**src/rtl/mul_pkg.sv**
```systemverilog
// Shared types and constants for the iterative multiplier.
// Operation encodings match the controller's mul_ctrl field.
package mul_pkg;
    localparam int XLEN     = 32;
    localparam int MUL_ITER = 32;

    typedef enum logic [1:0] {
        MUL    = 2'b00,
        MULH   = 2'b01,
        MULHSU = 2'b10,
        MULHU  = 2'b11
    } mul_op_e;

    typedef enum logic [1:0] {
        IDLE = 2'b00,
        CALC = 2'b01,
        FIX  = 2'b10,
        DONE = 2'b11
    } mul_state_e;
endpackage

```
**src/rtl/mul_unit_sign_cond.sv**
```systemverilog
// Operand conditioning: conceptual 33-bit extension of each source, then
// magnitude and product sign for the unsigned shift-add core.
module mul_sign_cond
    import mul_pkg::*;
(
    input  logic [XLEN-1:0] src1,
    input  logic [XLEN-1:0] src2,
    input  mul_op_e         op,
    output logic [XLEN-1:0] mag_a,
    output logic [XLEN-1:0] mag_b,
    output logic            neg
);
    logic signed_a;
    logic signed_b;
    logic sign_a;
    logic sign_b;

    always_comb begin
        signed_a = (op == MULH) || (op == MULHSU);
        signed_b = (op == MULH);
        // Bit 32 of the extended operand; zero whenever the operand is unsigned.
        sign_a   = signed_a & src1[XLEN-1];
        sign_b   = signed_b & src2[XLEN-1];
        mag_a    = sign_a ? (~src1 + 32'd1) : src1;
        mag_b    = sign_b ? (~src2 + 32'd1) : src2;
        neg      = sign_a ^ sign_b;
    end
endmodule

```
**src/rtl/mul_unit.sv**
```systemverilog
// Multi-cycle RV32M multiplier: 32-step radix-2 shift-add on magnitudes,
// sign fix-up and slice select, then a one-cycle result_valid pulse.
module mul_unit
    import mul_pkg::*;
(
    input  logic            clk,
    input  logic            rst,
    input  logic            start,
    input  logic [1:0]      mul_ctrl,
    input  logic [XLEN-1:0] src1,
    input  logic [XLEN-1:0] src2,
    input  logic            kill,
    output logic            stall,
    output logic            busy,
    output logic            result_valid,
    output logic [XLEN-1:0] result
);
    mul_state_e        state;
    mul_state_e        state_nxt;
    logic [5:0]        count;
    logic [2*XLEN-1:0] acc;
    logic [2*XLEN-1:0] mcand;
    logic [XLEN-1:0]   mplier;
    logic              neg_q;
    mul_op_e           op_q;
    mul_op_e           op_in;
    logic [XLEN-1:0]   mag_a;
    logic [XLEN-1:0]   mag_b;
    logic              neg;
    logic              accept;
    logic [2*XLEN-1:0] prod;

    assign op_in = mul_op_e'(mul_ctrl);

    mul_sign_cond u_sign_cond (
        .src1  (src1),
        .src2  (src2),
        .op    (op_in),
        .mag_a (mag_a),
        .mag_b (mag_b),
        .neg   (neg)
    );

    always_comb begin
        state_nxt    = state;
        accept       = start && !kill && (state == IDLE);
        busy         = (state != IDLE);
        stall        = !rst && (accept || (state == CALC) || (state == FIX));
        // Still pulses if killed in DONE; the consumer squashes the write.
        result_valid = !rst && (state == DONE);
        prod         = neg_q ? (~acc + 64'd1) : acc;
        case (state)
            IDLE: if (accept) state_nxt = CALC;
            CALC: begin
                if (kill)                             state_nxt = IDLE;
                else if (count == 6'(MUL_ITER - 1))   state_nxt = FIX;
            end
            FIX:  state_nxt = kill ? IDLE : DONE;
            DONE: state_nxt = IDLE;
            default: state_nxt = IDLE;
        endcase
    end

    always_ff @(posedge clk) begin
        if (rst) state <= IDLE;
        else     state <= state_nxt;
    end

    always_ff @(posedge clk) begin
        if (rst) begin
            count  <= '0;
            acc    <= '0;
            mcand  <= '0;
            mplier <= '0;
            neg_q  <= 1'b0;
            op_q   <= MUL;
            result <= '0;
        end else begin
            case (state)
                IDLE: if (accept) begin
                    count  <= '0;
                    acc    <= '0;
                    mcand  <= {{XLEN{1'b0}}, mag_a};
                    mplier <= mag_b;
                    neg_q  <= neg;
                    op_q   <= op_in;
                end
                CALC: begin
                    if (mplier[0]) acc <= acc + mcand;
                    mcand  <= mcand << 1;
                    mplier <= mplier >> 1;
                    count  <= count + 6'd1;
                end
                FIX: if (!kill) begin
                    result <= (op_q == MUL) ? prod[XLEN-1:0] : prod[2*XLEN-1:XLEN];
                end
                default: ;
            endcase
        end
    end
endmodule
```
**config.mk**
```make
export PLATFORM = sky130hd
export DESIGN_NAME = mul_unit
export DESIGN_NICKNAME = d
export VERILOG_FILES = /design/src/rtl/mul_pkg.sv /design/src/rtl/mul_unit_sign_cond.sv /design/src/rtl/mul_unit.sv
export SDC_FILE = /design/constraint.sdc
export NUM_CORES = 1
export LEC_CHECK = 0
export CAP_MARGIN = 20
export CORE_ASPECT_RATIO = 2
export CORE_MARGIN = 10
export CORE_UTILIZATION = 50
export DETAILED_ROUTE_END_ITERATION = 10
export DONT_BUFFER_PORTS = 1
export PLACE_DENSITY = 0.73
export SYNTH_ARGS = -nofsm -noshare
export SYNTH_HDL_FRONTEND = slang
export SYNTH_SLANG_ARGS = --single-unit
```
**constraint.sdc**
```tcl
create_clock -name clk -period 4.6 [get_ports clk]
set_input_delay 0.46 -clock clk [delete_from_list [all_inputs] [get_ports clk]]
set_output_delay 0.46 -clock clk [all_outputs]
set_load 0.05 [all_outputs]
```
==> results_dict.tcl <==
set metrics [dict create \
    wl_per_cell_um 21.18 \
    place_congestion 1.017 \
    ys_warn_count 0 \
    r2r_cells 12 \
    end_kind "flop" \
    hold_path_class "primary input to flop" \
    drtAntennaViolNets 0 \
    antennaDiodeCount 0 \
    period_share_pct 85.99 \
    maxSlewHeadroom_pct 24.43 \
    required_ns 5.00 \
    p_leak_nw 5.881 \
    avgSynthCellArea_um2 7.623 \
    post_cts_buffers 0 \
    core_area_um2 27010 \
    ys_ff_latch 203 \
    drive_above_1_share_pct 4.543 \
    synth_enable_flop_cells 0 \
    fin_area_um2 14620 \
    io_buffer_count 0 \
    antenna_found_initial 0 \
    tightest_slew_ns 1.137 \
    holdCritStartpoint "kill" \
    vias 13210 \
    dp_hpwl_um 33760 \
    timing.rr.end "acc[63]$_SDFFE_PP0P_" \
    power_mw 3.949 \
    globalRouteMet2Util_pct 47.27 \
    path_cells "ha_1 -> and3_1 -> nor4b_1 -> nor4b_1 -> o211a_1 -> nor4_1 -> o311a_1 -> a2bb2oi_1 -> a31oi_1 -> o2111ai_1 -> nand3_1 -> a21o_1" \
    path_common_cell "nor4b_1" \
    h-tree-depth 1 \
    slowest_delay_ns 0.49 \
    critPathKind "flop to flop" \
    die_w_um 137.3 \
    synth_top_cells_by_area "dfxtp_1 (30%), a21oi_1 (8.4%), nand2_1 (6.7%), xnor2_1 (6.5%), ha_1 (6.2%)" \
    cts_buffers 21 \
    regToRegStartpoint "acc[7]$_SDFFE_PP0P_" \
    grtUsageTotal_pct 24.74 \
    n_fill_cell 2617 \
    overflow 0 \
    grt_pass1_vias 13130 \
    ys_async_sr_fraction_pct 0 \
    start_util_pct 50.96 \
    grt_util_met3_pct 3.961 \
    worst_path_max_delay_cell "nor4_1" \
    min_to "state[0]$_SDFFE_PP0P_" \
    peakVddDrop_v 0.0003454 \
    dp_slack_ns 0.7539 \
    cts_resized 0 \
    rrSetupSlack_ns 0.64 \
    max_clock_freq_ghz 0.2528 \
    synth_nets 1945 \
    finalSetupViolCount 0 \
    vias_per_cell 6.330 \
    ys_seq_area_share_pct 29.52 \
    crit_start "acc[7]$_SDFFE_PP0P_" \
    area_delta_synth_final_pct 6.171 \
    tritoncts "yes" \
    placed_cell_area_um2 13930 \
    drt_iter0_drc 677 \
    synthesis.area_um2 13770 \
    start_kind "flop" \
    cts-root-buf "clkbuf_16" \
    synth_top_area_share_pct 29.52 \
    worst_slack_ns 0.6445 \
    outcome "finished clean" \
    cp_top_family "compound AO/OA/AOI/OAI gates" \
    arrival_ns 4.36 \
    slew_violations 0 \
    fin_skew_ns 0.01660 \
    rsz0062_at_grt "no" \
    clk_pin_slew_ns 0.06 \
    powerDensity_nw_per_um2 270.2 \
    worstPathMaxFanout 6 \
    synth.top_cells.by_count "nand2_1 (245), a21oi_1 (232), dfxtp_1 (203)" \
    maxCapViolCount 0 \
    dr.pass1.iters 5 \
    busiest_layer "met2" \
    min_period_ns 3.956 \
    grt_max_degree 176 \
    tns_ns 0 \
    hold_buffers 0 \
    io_pins 105 \
    cp_num_buf_inv 0 \
    yosysTopAreaCell "dfxtp_1" \
    remaining_drc_errors 0 \
    fp-row-count 85 \
    die_area_um2 34970 \
    wirelength_um 44200 \
    grtUsageMet1_pct 23.67 \
    synth_cell_types 76 \
    fin_nets 1869 \
    synth_cells 1806 \
    grt_pass1_wl_um 69080 \
    synth_flop_cell "dfxtp_1" \
    die_height_um 254.7 \
    cts_sinks 203 \
    holdPathStages 1 \
    yosysMostFrequentCell "nand2_1" \
    clock_path_buffers 3 \
    hold_violations 0 \
    clk_latency_ns 0.52 \
]
layer usage:
layer | vias to the layer above | part of all wire (%)
met4 | 0 | 6.4
met3 | 146 | 5.7
met2 | 440 | 54
li1 | 6404 | -
met1 | 6221 | 34
met5 | - | 0
state kept, by name (all words and copies together) (netlist names):
name / flops
count: 6
neg_q: 1
result: 32
op_q: 2
mcand: 64
state: 2
mplier: 32
acc: 64
cells in the final DEF, fill, tap and decap left out, types with 13 or more instances in the layout:
master     count
inv_1         39
nand3_1       55
xor2_1        69
a22oi_1       78
a21o_1        46
nor3_1        33
o41ai_1       13
dfxtp_1      202
or3_1         18
o31ai_1       30
clkbuf_16     21
o21ai_0       79
nand4_1       17
o21bai_1      15
o211ai_1      31
a21oi_1      232
xnor2_1      102
nor2_1       123
a22o_1        30
a221oi_1      15
nand2_1      245
buf_4         15
nor4_1        18
ha_1          68
metrics by stage:
step | utilization, % | std cells | hold slack, ns
2_1_floorplan | - | 1806 | 0.4443
3_3_place_gp | 51.58 | 2055 | 0.4526
3_5_place_dp | 51.58 | 2055 | 0.4576
4_1_cts | 54.11 | 2087 | 0.001850
5_1_grt | 54.11 | 2087 | 0.01024
6_report | 54.11 | 2087 | 0.01704
worst max-delay path by stage:
stage | to | slack, ns | cells past startpoint
floorplan | result[26]$_SDFFE_PP0P_ | 1.36 | 11
global route | acc[63]$_SDFFE_PP0P_ | 0.45 | 12
CTS | acc[56]$_SDFFE_PP0P_ | 0.70 | 14
finish | acc[63]$_SDFFE_PP0P_ | 0.64 | 12
global placement | acc[56]$_SDFFE_PP0P_ | 0.80 | 14
detailed placement | acc[56]$_SDFFE_PP0P_ | 0.75 | 14
cells by family after synthesis:
group / count (synthesis) / share of synthesized area (%)
flip-flops: 203 / 29.52
adder cells (fa/ha/maj): 69 / 6.326
multiplexers: 1 / 0.08179
XOR/XNOR: 171 / 10.88
buffers and inverters: 153 / 4.181
AO/OA/AOI/OAI: 623 / 29.15
AND/OR/NAND/NOR: 586 / 19.87
power by group:
part	internal (mW)	switching, mW
Sequential	1.79	0.0327
Combinational	0.127	0.226
Clock	1.04	0.726
Total	2.96	0.984
cell type report:
| cell class | instances | area, um^2 | share of cell area [%] |
|---|---|---|---|
| clock buffer | 26 | 574.3 | 3.929 |
| clock inverter | 6 | 107.6 | 0.7362 |
| inverter | 39 | 146.4 | 1.002 |
| multi-input combinational | 1450 | 9175 | 62.77 |
| sequential | 203 | 4065 | 27.81 |
| tap | 348 | 435.4 | 2.979 |
| timing repair buffer | 15 | 112.6 | 0.7704 |
Power figures use the tool's default switching activity.
